File: src/rtl/mux_nto1_stream.sv
// mux_nto1_stream: N-input registered stream multiplexer with valid/ready
// handshaking. MODE=0 routes the channel picked by sel. MODE=1 arbitrates
// round-robin among the valid channels, starting from the channel after the
// last winner.
module mux_nto1_stream #(
  parameter int WIDTH  = 32,
  parameter int NUM_IN = 4,
  parameter int MODE   = 0,
  localparam int SELW  = $clog2(NUM_IN)
) (
  input  logic                    clk,
  input  logic                    rst,
  input  logic [NUM_IN*WIDTH-1:0] in_data,
  input  logic [NUM_IN-1:0]       in_valid,
  output logic [NUM_IN-1:0]       in_ready,
  input  logic [SELW-1:0]         sel,
  output logic [WIDTH-1:0]        out_data,
  output logic                    out_valid,
  input  logic                    out_ready,
  output logic [SELW-1:0]         out_ch
);

  // One extra bit so that NUM_IN itself and pointer+offset sums are representable.
  localparam logic [SELW:0]   NUM_IN_W = (SELW+1)'(NUM_IN);
  localparam logic [SELW-1:0] LAST_CH  = SELW'(NUM_IN - 1);

  logic [WIDTH-1:0]  ch_data [NUM_IN];
  logic [NUM_IN-1:0] grant;
  logic [SELW-1:0]   grant_idx;
  logic              grant_any;
  logic [SELW:0]     scan_sum;
  logic [SELW-1:0]   scan_idx;
  logic              load_en;
  logic              xfer;

  logic [WIDTH-1:0]  out_data_reg;
  logic              out_valid_reg;
  logic [SELW-1:0]   out_ch_reg;
  logic [SELW-1:0]   rr_ptr_reg;
  logic [SELW-1:0]   rr_ptr_next;

  // The slot can take a new word when it is empty or being drained this cycle.
  assign load_en = !out_valid_reg | out_ready;

  genvar gi;
  generate
    for (gi = 0; gi < NUM_IN; gi++) begin : g_chan
      assign ch_data[gi]  = in_data[gi*WIDTH +: WIDTH];
      assign in_ready[gi] = grant[gi] & load_en;
    end
  endgenerate

  // Grant selection: external select, or a wrapping scan upward from rr_ptr.
  always_comb begin
    grant     = '0;
    grant_idx = '0;
    grant_any = 1'b0;
    scan_sum  = '0;
    scan_idx  = '0;
    if (MODE == 0) begin
      // An out-of-range select grants nothing, so no channel is ever ready.
      if ({1'b0, sel} < NUM_IN_W) begin
        grant[sel] = 1'b1;
        grant_idx  = sel;
        grant_any  = 1'b1;
      end
    end else begin
      for (int k = 0; k < NUM_IN; k++) begin
        scan_sum = {1'b0, rr_ptr_reg} + (SELW+1)'(k);
        if (scan_sum >= NUM_IN_W) begin
          scan_sum = scan_sum - NUM_IN_W;
        end
        scan_idx = scan_sum[SELW-1:0];
        if (!grant_any && in_valid[scan_idx]) begin
          grant[scan_idx] = 1'b1;
          grant_idx       = scan_idx;
          grant_any       = 1'b1;
        end
      end
    end
  end

  // A transfer needs a granted channel that is valid while the slot can load.
  assign xfer = grant_any & in_valid[grant_idx] & load_en;

  // Next round-robin start: the channel just after the winner, wrapping.
  assign rr_ptr_next = (grant_idx == LAST_CH) ? '0 : grant_idx + 1'b1;

  // Output slot and round-robin pointer; reset empties the slot immediately.
  always_ff @(posedge clk or posedge rst) begin
    if (rst) begin
      out_data_reg  <= '0;
      out_valid_reg <= 1'b0;
      out_ch_reg    <= '0;
      rr_ptr_reg    <= '0;
    end else begin
      if (xfer) begin
        out_data_reg  <= ch_data[grant_idx];
        out_ch_reg    <= grant_idx;
        out_valid_reg <= 1'b1;
      end else if (out_ready) begin
        out_valid_reg <= 1'b0;
      end
      if (MODE != 0 && xfer) begin
        rr_ptr_reg <= rr_ptr_next;
      end
    end
  end

  assign out_data  = out_data_reg;
  assign out_valid = out_valid_reg;
  assign out_ch    = out_ch_reg;

endmodule

File: config.mk
export PLATFORM = sky130hd
export DESIGN_NAME = mux_nto1_stream
export DESIGN_NICKNAME = d
export VERILOG_FILES = /design/src/rtl/mux_nto1_stream.sv
export SDC_FILE = /design/constraint.sdc
export NUM_CORES = 1
export LEC_CHECK = 0
export ABC_CLOCK_PERIOD_IN_PS = 2100
export CAP_MARGIN = 0
export CORE_ASPECT_RATIO = 0.75
export CORE_MARGIN = 4
export CORE_UTILIZATION = 35
export DETAILED_ROUTE_END_ITERATION = 7
export PLACE_DENSITY = 0.84
export SLEW_MARGIN = 20
export SYNTH_ARGS = -nofsm -noshare
export SYNTH_HDL_FRONTEND = slang
export SYNTH_SLANG_ARGS = --single-unit
File: constraint.sdc
create_clock -name clk -period 2.1 [get_ports clk]
set_input_delay 0.315 -clock clk [delete_from_list [all_inputs] [get_ports clk]]
set_output_delay 0.315 -clock clk [all_outputs]
set_load 0.02 [all_outputs]
# Word level (Yosys, flattened, before mapping)
# Cells that the tools add are included.
# Widths: inputs -> output; s select.
word_totals:
  ff_bits: 35
  inputBits: 137
  wordCells: 25
op_classes:
  n_lt_le_gt_ge: 3
  mux: 9
  n_bitwise: 7
  reduce_logical: 3
ops:
  columns: ["operator", "n"]
  rows:
  - ["$bmux 32 s2", 1]
  - ["$mux 32", 2]
  - ["$and 1x1->1", 5]
  - ["$mux 1", 4]
  - ["$ge 3x3->1 const B", 1]
  - ["$lt 2x3->1 const B", 1]
  - ["$not 2->3", 1]
  - ["$bmux 1 s2", 1]
  - ["$demux 1 s2", 1]
  - ["$ge 2x1->1 const B", 1]
  - ["$reduce_bool 2->1", 1]
  - ["$logic_and 1x1->1", 1]
  - ["$logic_not 1->1", 1]
  - ["$or 1x1->1", 1]

# Logic depth before layout (Yosys ltp)
# Gate-level depths: netlist (run 1).
depth:
  ltp_word: 5
  depth_mapped: 6
  mapped_depth_nobuf: 4

# Least setup slack after synthesis (run 1)
# No wires, ideal clock.
synth_timing:
  kind: "register -> register"
  start: "register out_valid_reg, in the netlist out_valid"
  end: "register out_ch_reg[1], in the netlist out_ch[1]"
  setup_ps: 125
  arrival_time_ps: 1567
  required_time_ps: 1975
  path_slack_ps: 408
  path_stages_with_launch: 7
  path_buffers: 2
  period_less_slack_ps: 1692
  path_cell_list: "dfrtp_1 > nor2b_1 > nor3_2 > o21ba_4 > buf_12 > buf_12 > mux2_4"
synth_via:
  elab_chain_cells: 3
synth_rtl:
  columns: ["item", "line_no", "source"]
  rows:
  - ["start: declaration", "37", "logic out_valid_reg;"]
  - ["start signal: assignment", "93", "out_valid_reg <= 1'b0;"]
  - ["start signal: assignment", "100", "out_valid_reg <= 1'b1;"]
  - ["start signal: assignment", "102", "out_valid_reg <= 1'b0;"]
  - ["$logic_not 1->1", "43", "assign load_en = !out_valid_reg | out_ready;"]
  - ["$or 1x1->1", "43", null]
  - ["$and 1x1->1", "84", "assign xfer = grant_any & in_valid[grant_idx] & load_en;"]
  - ["end signal: assignment", "99", "out_ch_reg <= grant_idx;"]
  - ["end: declaration", "38", "logic [SELW-1:0] out_ch_reg;"]
# Every way passes these cells.
# A chain may end at the register's enable or synchronous reset.

# Final worst setup path (run 1)
layout_timing:
  start: "input out_ready"
  end: "output in_ready[3]"
layout_via:
  elab_chain_cells: 2
layout_rtl:
  columns: ["item", "line_no", "source"]
  rows:
  - ["start: declaration", "19", "input logic out_ready,"]
  - ["$or 1x1->1", "43", null]
  - ["$and 1x1->1", "49", "assign in_ready[gi] = grant[gi] & load_en;"]
  - ["end: declaration", "15", "output logic [NUM_IN-1:0] in_ready,"]
# Every way passes these cells.

==> results of run 1 <==
per-layer routing:
layer / up-vias / routed length, microns
met4: 0 / 27
met1: 944 / 2625
met3: 2 / 738
met5: - / 0
li1: 889 / -
met2: 101 / 3856
kinds of logic after synthesis:
logic type	count (synthesis)	synth area share [%]
muxes	67	53.10
DFF	35	36.52
buffers and inverters	14	6.677
and+or+nand+nor	10	2.452
AOI/OAI and AO/OA	3	1.252
cell usage in the layout, fill, tap and decap left out, drive strengths merged:
cell           Yosys  layout
and3               1       1
inv                2       2
nor3b              1       1
o22ai              1       1
clkdlybuf4s50      0     171
clkbuf             0       8
nor2               1       1
nor3               2       2
nand2b             2       2
nand2              2       2
mux2              33      33
a21o               1       1
dlymetal6s2s       0       2
o21ba              1       1
mux4              32      32
nor2b              1       1
dfrtp             35      35
buf               12      11
mux2i              2       2
worst max-delay path: stages:
cell and delay [ps]:
clkdlybuf4s50_1 470, nand2b_1 130, and3_1 160, clkdlybuf4s50_1 600
stage by stage:
stage,worst slack [ps],utilization [%],cells,total power [mW]
floorplan,408.1,-,129,1.673
global placement,101.1,64.97,382,2.347
detailed placement,47.98,64.97,382,2.377
CTS,39.95,66.51,390,2.923
global route,19.24,66.59,390,3.031
finish,94.85,66.59,390,2.878
report_power, final:
part	internal [mW]	switching, mW	leakage, nW
sequential	0.852	0.100	0.408
clock	0.299	0.224	0.0515
combinational	0.883	0.520	1.37
total	2.03	0.844	1.83
layout make-up:
cell class	instances	area, sq um
timing repair buffer	184	1864
multi-input combinational	80	1363
tap	81	101.3
sequential	35	875.8
inverter	2	7.507
fill	469	2163
clock buffer	8	100.1
synthesized netlist by cell type:
| cell | number | area (sq um) |
|---|---|---|
| o22ai_1 | 1 | 6.260 |
| inv_1 | 2 | 7.510 |
| buf_2 | 3 | 15.01 |
| nor2_1 | 1 | 3.750 |
| nor2b_1 | 1 | 6.260 |
| mux2_1 | 3 | 33.78 |
| mux4_2 | 19 | 427.9 |
| a21o_1 | 1 | 7.510 |
| dfrtp_1 | 35 | 875.8 |
| nor3b_1 | 1 | 7.510 |
| mux2_4 | 30 | 450.4 |
| mux2i_1 | 2 | 20.02 |
| buf_12 | 5 | 100.1 |
| buf_6 | 3 | 33.78 |
| nand2_1 | 2 | 7.510 |
| nand2b_1 | 2 | 12.51 |
| mux4_1 | 13 | 341.6 |
| o21ba_4 | 1 | 16.27 |
| and3_1 | 1 | 6.260 |
| nor3_2 | 1 | 10.01 |
| nor3_1 | 1 | 5.000 |
| buf_1 | 1 | 3.750 |
path summary, 6_finish.rpt:
check                             start            to
setup / recovery              out_ready   in_ready[3]
hold / removal                      rst     out_valid
setup reg to reg              out_valid  out_data[24]
hold reg to reg            out_data[24]  out_data[24]
max in group asynchronous           rst  out_data[10]
min in group clk           out_data[24]  out_data[24]
what timing repair did:
item / in CTS / in global routing
setup endpoints to repair: 0 / 2
gates resized for setup: 0 / 2
buffers inserted: 0 / 0
==> run summary, run 1 <==
Placer Congestion - 0.8271
Site Rows - 25
DRT Pass-1 Iters - 4
Pleak - 1.830 nW
Total track usage - 17.98%
Final number of setup-violating endpoints - 0
GRT met2 Usage - 33.75%
Max Freq - 498.7 MHz
Later-pin clock latency in the skew report - 270 ps
Antenna violations before repair - 0
Io pins - 176
Req. time, crit path - 1780 ps
Net Count, Synth - 266
Startpoint types - primary input
Iteration-0 DRC count of the detailed router - 27
Die area - 8255 sq um
Max_slew headroom - 69.30%
Worst R2R Path Depth - 5
Number of global-route vias before repair - 2282
Fin nets - 445
Vias/cell - 4.964
Met1 usage - 18.86%
Via total after detailed routing - 1936
Drt wl/cell - 18.58 microns
Core area - 6475 sq um
Critical path class - primary input to primary output
CTS root buf - clkbuf_8
Skew final - 3.502 ps
CTS tree - done
Worst slew pin tran - 460.5 ps
Sequential element share of the synthesized area - 36.52%
Hold Vio Cnt, Final - 0
Fin Setup TNS - 0 ps
R2r setup slk - 420 ps
Total wire length - 7247 microns
Area post-placement - 4207 sq um
Final min period - 2005 ps
Tcrit/Tclk final - 95.48%
Starting Density - 37.04%
Largest net degree at the start of global routing - 36
Maximum Capacitance Violations - 0
Cell Area, Synth - 2399 sq um
Critical Path AT - 1690 ps
Unrepaired setup endpoints after global routing - false
#FFs+latches synth - 35
Hold WS - 455.9 ps
First-pass GRT wire length - 11550 microns
Layout cells sized above 1 - 22.33%
Remaining DRCs - 0
Syn_area_per_cell - 18.59 sq um
Clock transition at the registers of the reported paths - 70 ps
Most Crowded Layer GR - met2
Max-slew violation count - 0
Power Density - 667.6 nW/um^2
Clk sink count - 35
I/O Buffers - 175
Num CTS Buffers - 5
H-Tree Depth - 2
Status - completed
Synth unique cells - 22
Global route overflow - 0
Crit path max fanout - 2
Max reg flops - 32
Yosys warnings - 0
Die Y - 79.69 microns
Cells after Synth - 129
Worst hold path type - primary input to asynchronous set/reset pin
Global routing usage on met3 - 7.761%
Inserted Diodes - 0
Syn-to-layout area delta - 79.76%
Design Area, Final - 4312 sq um
Routed Antenna Nets - 0
VDD IR max - 0.0002902 V
Max clock buf depth - 2
Die W - 103.6 microns
Post-detail-place hpwl - 6088 microns
Hold-fix buffers, CTS - 0
Crit end category - primary output
(Power assumes the default switching activity.)
==> run 2, diff against run 1 <==
--- a/config.mk
+++ b/config.mk
@@ -10,6 +10,7 @@
 export CORE_ASPECT_RATIO = 0.75
 export CORE_MARGIN = 4
 export CORE_UTILIZATION = 35
+export CTS_CLUSTER_DIAMETER = 80
 export DETAILED_ROUTE_END_ITERATION = 7
 export PLACE_DENSITY = 0.84
 export SLEW_MARGIN = 20
==> results of run 2 <==
Same layout as run 1: the final DEF is identical, and so are final timing and power.
